<file path="src/rtl/uart_rx_multi.sv">
// uart_rx_multi: oversampled UART receiver with configurable data/parity/stop bits,
// 3-sample majority vote, start-glitch rejection and parity/framing/break/overrun reporting.
module uart_rx_multi #(
    parameter int CLK_FRQ    = 250000000,
    parameter int BAUD_RATE  = 115200,
    parameter int DATA_BITS  = 8,
    parameter int PARITY     = 0,
    parameter int STOP_BITS  = 1,
    parameter int OVERSAMPLE = 16
) (
    input  logic                 clk,
    input  logic                 areset,
    input  logic                 data_in,
    input  logic                 rx_ready,
    output logic                 rx_valid,
    output logic [DATA_BITS-1:0] rx_data,
    output logic                 rx_parity_err,
    output logic                 rx_frame_err,
    output logic                 rx_break,
    output logic                 rx_overrun,
    output logic                 rx_open
);
    localparam int TICK_DIV = CLK_FRQ / (BAUD_RATE * OVERSAMPLE);
    localparam int TW = (TICK_DIV > 1) ? $clog2(TICK_DIV) : 1;
    localparam int SW = $clog2(OVERSAMPLE);
    localparam int IW = $clog2(DATA_BITS);

    if (DATA_BITS < 5 || DATA_BITS > 9 || PARITY < 0 || PARITY > 2 || STOP_BITS < 1 || STOP_BITS > 2 ||
        OVERSAMPLE < 8 || (OVERSAMPLE % 2) != 0 || TICK_DIV < 1) begin : g_bad_param
        $error("uart_rx_multi: illegal parameter combination");
    end

    typedef enum logic [2:0] {IDLE, START, DATA, PAR, STOP, BRK_WAIT} state_t;

    state_t                 state;
    logic [2:0]             sync;
    logic [TW-1:0]          tcnt;
    logic [SW-1:0]          s;
    logic [IW-1:0]          idx;
    logic                   sidx;
    logic [1:0]             votes;
    logic [DATA_BITS-1:0]   shift;
    logic                   ones;
    logic                   par_err;
    logic                   frm_err;
    logic                   done;
    logic                   line;
    logic                   fall;
    logic                   tick;
    logic                   bitv;
    logic                   decide;
    logic                   bit_end;
    logic                   last_stop;

    // sync[1] is the synchronised line; sync[2] holds its previous value for edge detection
    assign line      = sync[1];
    assign fall      = sync[2] & ~sync[1];
    assign tick      = tcnt == TW'(TICK_DIV - 1);
    assign bitv      = (votes[0] & votes[1]) | (votes[0] & line) | (votes[1] & line);
    assign decide    = tick && s == SW'(OVERSAMPLE / 2 + 1);
    assign bit_end   = tick && s == SW'(OVERSAMPLE - 1);
    assign last_stop = (STOP_BITS == 1) || sidx;
    assign rx_open   = state == IDLE;

    always_ff @(posedge clk or posedge areset) begin
        if (areset) begin
            sync <= '1;
            tcnt <= '0;
        end else begin
            sync <= {sync[1:0], data_in};
            tcnt <= (tick || (state == IDLE && fall)) ? '0 : tcnt + 1'b1;
        end
    end

    always_ff @(posedge clk or posedge areset) begin
        if (areset) begin
            state         <= IDLE;
            s             <= '0;
            idx           <= '0;
            sidx          <= 1'b0;
            votes         <= '0;
            shift         <= '0;
            ones          <= 1'b0;
            par_err       <= 1'b0;
            frm_err       <= 1'b0;
            done          <= 1'b0;
            rx_valid      <= 1'b0;
            rx_data       <= '0;
            rx_parity_err <= 1'b0;
            rx_frame_err  <= 1'b0;
            rx_break      <= 1'b0;
            rx_overrun    <= 1'b0;
        end else begin
            rx_break   <= 1'b0;
            rx_overrun <= 1'b0;
            done       <= 1'b0;
            if (rx_valid && rx_ready) rx_valid <= 1'b0;
            if (tick && state != IDLE && state != BRK_WAIT) s <= bit_end ? '0 : s + 1'b1;
            if (tick && s == SW'(OVERSAMPLE / 2 - 1)) votes[0] <= line;
            if (tick && s == SW'(OVERSAMPLE / 2)) votes[1] <= line;
            case (state)
                IDLE: if (fall) begin
                    state   <= START;
                    s       <= '0;
                    idx     <= '0;
                    sidx    <= 1'b0;
                    ones    <= 1'b0;
                    par_err <= 1'b0;
                    frm_err <= 1'b0;
                end
                START: if (decide && bitv) state <= IDLE;
                    else if (bit_end) state <= DATA;
                DATA: begin
                    if (decide) begin
                        shift[idx] <= bitv;
                        ones       <= ones | bitv;
                    end
                    if (bit_end) begin
                        idx <= idx + 1'b1;
                        if (idx == IW'(DATA_BITS - 1)) state <= (PARITY != 0) ? PAR : STOP;
                    end
                end
                PAR: begin
                    if (decide) begin
                        par_err <= ^{shift, bitv} ^ (PARITY == 1);
                        ones    <= ones | bitv;
                    end
                    if (bit_end) state <= STOP;
                end
                // last stop decision returns to IDLE at once so an immediate next start is caught
                STOP: begin
                    if (decide) begin
                        frm_err <= frm_err | ~bitv;
                        ones    <= ones | bitv;
                        if (last_stop) begin
                            state <= IDLE;
                            done  <= 1'b1;
                        end
                    end
                    if (bit_end) sidx <= 1'b1;
                end
                BRK_WAIT: if (line) state <= IDLE;
                default: state <= IDLE;
            endcase
            if (done) begin
                if (!ones) begin
                    rx_break <= 1'b1;
                    state    <= BRK_WAIT;
                end else if (!rx_valid || rx_ready) begin
                    rx_valid      <= 1'b1;
                    rx_data       <= shift;
                    rx_parity_err <= par_err;
                    rx_frame_err  <= frm_err;
                end else begin
                    rx_overrun <= 1'b1;
                end
            end
        end
    end
endmodule

</file>
<file path="config.mk">
export PLATFORM = sky130hd
export DESIGN_NAME = uart_rx_multi
export DESIGN_NICKNAME = d
export VERILOG_FILES = /design/src/rtl/uart_rx_multi.sv
export SDC_FILE = /design/constraint.sdc
export NUM_CORES = 1
export LEC_CHECK = 0
export CAP_MARGIN = 40
export CORE_AREA = 5 5 88 90
export DETAILED_ROUTE_END_ITERATION = 6
export DIE_AREA = 0 0 93 95
export MAX_ROUTING_LAYER = met4
export PLACE_DENSITY_LB_ADDON = 0.3
export REMOVE_ABC_BUFFERS = 1
export SYNTH_ARGS = -nofsm -noshare
export SYNTH_HDL_FRONTEND = slang
export SYNTH_SLANG_ARGS = --single-unit
export TNS_END_PERCENT = 20
</file>
<file path="constraint.sdc">
create_clock -name clk -period 2.8 [get_ports clk]
set_input_delay 0.84 -clock clk [delete_from_list [all_inputs] [get_ports clk]]
set_output_delay 0.84 -clock clk [all_outputs]
set_load 0.01 [all_outputs]
</file>
### Word level (Yosys, flattened, before mapping)

Cells that the tools add are included.

| storage, ports and cells | value |
|---|---|
| register bits after elaboration | 48 |

| operators by class | value |
|---|---|
| $add $sub $neg | 3 |
| order comparisons | 2 |
| equality and inequality tests | 17 |
| multiplexer cells | 40 |
| bitwise gates (word level) | 10 |
| reduce and logical (&&, ||, !) cells | 27 |

Operators by type and width:

| kind | count |
|---|---|
| $mux 3 | 12 |
| $pmux 3 s6 | 1 |
| $mux 1 | 16 |
| $mux 4 | 4 |
| $reduce_and 3->1 | 5 |
| $eq 4x4->1 const B | 3 |
| $logic_and 1x1->1 | 10 |
| $eq 3x3->1 const B | 3 |
| $reduce_xor 9->1 | 1 |
| $add 8x1->8 const B | 1 |
| $bwmux 8 | 1 |
| $eq 8x8->1 const B | 1 |
| $mux 8 | 1 |
| $reduce_bool 2->1 | 4 |
| $eq 3x2->1 const B | 2 |
| $ne 2x2->1 const B | 3 |
| $pmux 1 s2 | 3 |
| $pmux 3 s2 | 1 |
| $add 4x1->4 const B | 1 |
| $and 1x1->1 | 4 |
| $eq 4x3->1 const B | 1 |
| $lt 3x4->1 const B | 1 |
| $ne 2x1->1 const B | 2 |
| $or 1x1->1 | 4 |
| other kinds (12) | 14 |

### Depth between registers and ports, before layout

| depth | value |
|---|---|
| depth after elaboration | 8 |
| depth in mapped cells | 8 |
| depth with buffers taken out | 6 |

### Worst setup path before layout

OpenSTA, ideal clock, no wires.

| timing | value |
|---|---|
| path type | input port to flip-flop |
| from | input rx_ready |
| to | register rx_data[0] |
| setup time | 0.125 ns |
| arrival time | 1.772 ns |
| required time | 2.675 ns |
| path slack | 0.904 ns |
| stages | 4 |
| path through | nand2b_1 nor2b_1 clkbuf_1 mux2_2 |

| on the way | value |
|---|---|
| word-level cells in the longest chain between the ends | 2 |

Ends and longest elaborated chain:

| element | line | text |
|---|---|---|
| start: declaration | 14 | `input logic rx_ready,` |
| $logic_or 1x1->1 | 149 | `end else if (!rx_valid \|\| rx_ready) begin` |
| $reduce_and 3->1 (no line) | n/a |  |
| end signal: assignment | 151 | `rx_data <= shift;` |
| end: declaration | 16 | `output logic [DATA_BITS-1:0] rx_data,` |

No other way between the ends.
A chain may end at the register's enable or synchronous reset.

### Worst setup path in the final report

| timing | value |
|---|---|
| from | register state[2] |
| to | output rx_open |

| on the way | value |
|---|---|
| word-level cells in the longest chain between the ends | 1 |

Ends and longest elaborated chain:

| element | line | text |
|---|---|---|
| start: declaration | 35 | `state_t state;` |
| start signal: assignment | 120 | `if (idx == IW'(DATA_BITS - 1)) state <= (PARITY != 0) ? PAR : STOP;` |
| $logic_not 3->1 | 63 | `assign rx_open = state == IDLE;` |
| end: declaration | 21 | `output logic rx_open` |

No other way between the ends.

==> results_dict.tcl <==
set metrics [dict create \
    synthFlopType "dfrtp_1" \
    grt.total_usage 0.110 \
    p_total_mw 1.47 \
    pwr_density_cell_nw_per_um2 543 \
    clkSinkCount 48 \
    arrival_ns 1.67 \
    cts-root-buf "clkbuf_8" \
    worst_pin_slew_ns 0.510 \
    die_area_um2 8840 \
    fin_skew_ns 0.00896 \
    final_common_cell "dfrtp_1" \
    via_count 1540 \
    maxSlewViolCount 0 \
    htreeDepth 2 \
    ys_seq_area_frac 0.521 \
    fillers 684 \
    hold_path.class "reg2reg" \
    yosysUniqueCellTypes 50 \
    initial_utilization 0.331 \
    fp.dieH_um 95 \
    cts_buffers 5 \
    drc 0 \
    synth-edff-count 0 \
    rows 31 \
    grt_pass1_vias 1449 \
    synth_warnings 0 \
    clk_path_buf_depth 2 \
    startpoint_type "register" \
    post-cts-setup-buffers 0 \
    routed_via_density 5.03 \
    area.growth.synth_to_final_pct 16.8 \
    synthArstFlopShare 1.00 \
    power_leakage_nw 1.21 \
    mostFrequentLayoutCells "dfrtp_1 (45), clkdlybuf4s50_1 (17), nor2_1 (14), o21ai_0 (13), mux2_2 (12)" \
    io_buffers 17 \
    post_cts_resized 0 \
    cp.required_ns 1.96 \
    cp-end-kind "output pin" \
    antenna_found_initial 0 \
    postSynthRegisterBits 48 \
    p_switching_mw 0.386 \
    fin_crit_ns 2.51 \
    cp_max_fo 9 \
    place.gp.congestion 0.823 \
    drtIter0Drc 126 \
    dpl_worst_slack_ns 0.556 \
    tns_ns 0 \
    path_class "reg2out" \
    p_int_mw 1.08 \
    switching_share 0.263 \
    dieWidth_um 93 \
    fmax_mhz 398 \
    synth_area_per_cell_um2 11.5 \
    finalSetupViolCount 0 \
    power_frac_clock 0.340 \
    synthCells 202 \
    rsz0062_at_grt "no" \
    fin_crit_sh 0.897 \
    antenna_left 0 \
    hold_buffers 0 \
    core_area_um2 6980 \
    finalHoldViolations 0 \
    grt_max_degree 27 \
    cts_tree "done" \
    wl_per_cell_um 13.9 \
    drive_above_1_share 0.170 \
    drt-pass1-iter-count 4 \
    clkTransAtPathRegs_ns 0.09 \
    grt_first_pass_wirelength_mm 7.30 \
    pin_count 18 \
    ir_worst_vdd_v 0.000379 \
    dpl.hpwl_mm 3.09 \
    cap_viol_max_count 0 \
    relSlewSlack 0.659 \
    synth_area_um2 2310 \
    status "finished clean" \
    layout_setup_ws_ns 0.290 \
    pwr-share-comb 0.108 \
    seq_power_share 0.552 \
    worstSkewPairLatency_ns 0.30 \
    antenna_cells 0 \
    layout.nets 234 \
    wl_mm 4.27 \
    grt_overflow 0 \
]
## stage by stage
stage	cell area, um2	hold slack [ns]	util	std cells
floorplan	2280	0.345	-	196
global placement	2590	0.346	0.371	298
detailed placement	2590	0.351	0.371	298
CTS	2700	0.364	0.387	306
global route	2700	0.367	0.387	306
finish	2700	0.362	0.387	306
## final timing paths
check / startpoint / end / slack [ns] / depth (start not counted)
max in group asynchronous: areset / sync[1] / 1.34 / 3
worst min-delay path: sync[0] / sync[1] / 0.36 / 0
min in group asynchronous: areset / shift[1] / 0.87 / 2
worst max register to register: tcnt[4] / idx[0] / 0.86 / 4
worst min register to register: sync[0] / sync[1] / 0.36 / 0
worst max-delay path: state[2] / rx_open / 0.29 / 2
## Yosys cell counts, types with 3 or more instances
library cell / n / area (um2)
nand2b_1: 4 / 25.0
nor2_1: 14 / 52.6
nand2_1: 10 / 37.5
and3_1: 4 / 25.0
nand4_1: 3 / 18.8
xnor2_1: 8 / 70.1
o31ai_1: 10 / 75.1
dfrtp_1: 45 / 1130
o21ai_0: 13 / 65.1
mux2_2: 12 / 135
nand3_1: 7 / 35.0
xor2_1: 5 / 43.8
buf_2: 3 / 15.0
inv_1: 8 / 30.0
ha_1: 7 / 87.6
nor2b_1: 3 / 18.8
dfstp_2: 3 / 78.8
## layer usage
layer  part of all wire  wire, um  vias to the layer above  global-route usage
met5                  0         0                        -                   -
met4              0.020        87                        0              0.0513
met3              0.033       141                        8              0.0239
met2               0.47      2000                       34               0.171
met1               0.48      2040                      732               0.137
li1                   -         -                      766                   -
## power groups by stage
stage | registers [mW] | clock network, mW | logic, mW
final | 0.811 | 0.500 | 0.158
after global routing | 0.820 | 0.550 | 0.185
after CTS | 0.810 | 0.519 | 0.162
after detailed placement | 0.825 | 0 | 0.160
after global placement | 0.823 | 0 | 0.158
after floorplan | 0.809 | 0 | 0.125
## logic make-up (layout without fill, tap and decap cells)
group	after synthesis	count (layout)	synth area share
AOI/OAI and AO/OA	41	41	0.127
xor gates and xnor gates	14	14	0.0590
adders and majority gates	7	7	0.0379
buffers and inverters	14	36	0.0260
DFF	48	48	0.521
muxes	13	13	0.0627
and+or+nand+nor	65	65	0.167
## sequential cells by signal (all words and copies together) (netlist names), 2 cells and up
| signal | flops |
|---|---|
| idx | 3 |
| rx_data | 8 |
| s | 4 |
| shift | 8 |
| state | 3 |
| sync | 3 |
| tcnt | 8 |
| votes | 2 |
## critical path, stage by stage (launching register included)
cell             delay, ns
dfrtp_1               0.49
nor3_2                0.29
clkdlybuf4s50_1       0.58
## cell type report
class	instances	area, um2	area share
clock inverter	3	42.5	0.0157
tap	82	103	0.0380
multi-input combinational	140	1050	0.388
inverter	8	30.0	0.0111
timing repair buffer	20	205	0.0759
clock buffer	5	68.8	0.0255
sequential	48	1200	0.446
Note: power is estimated with default switching activity, not from simulation.
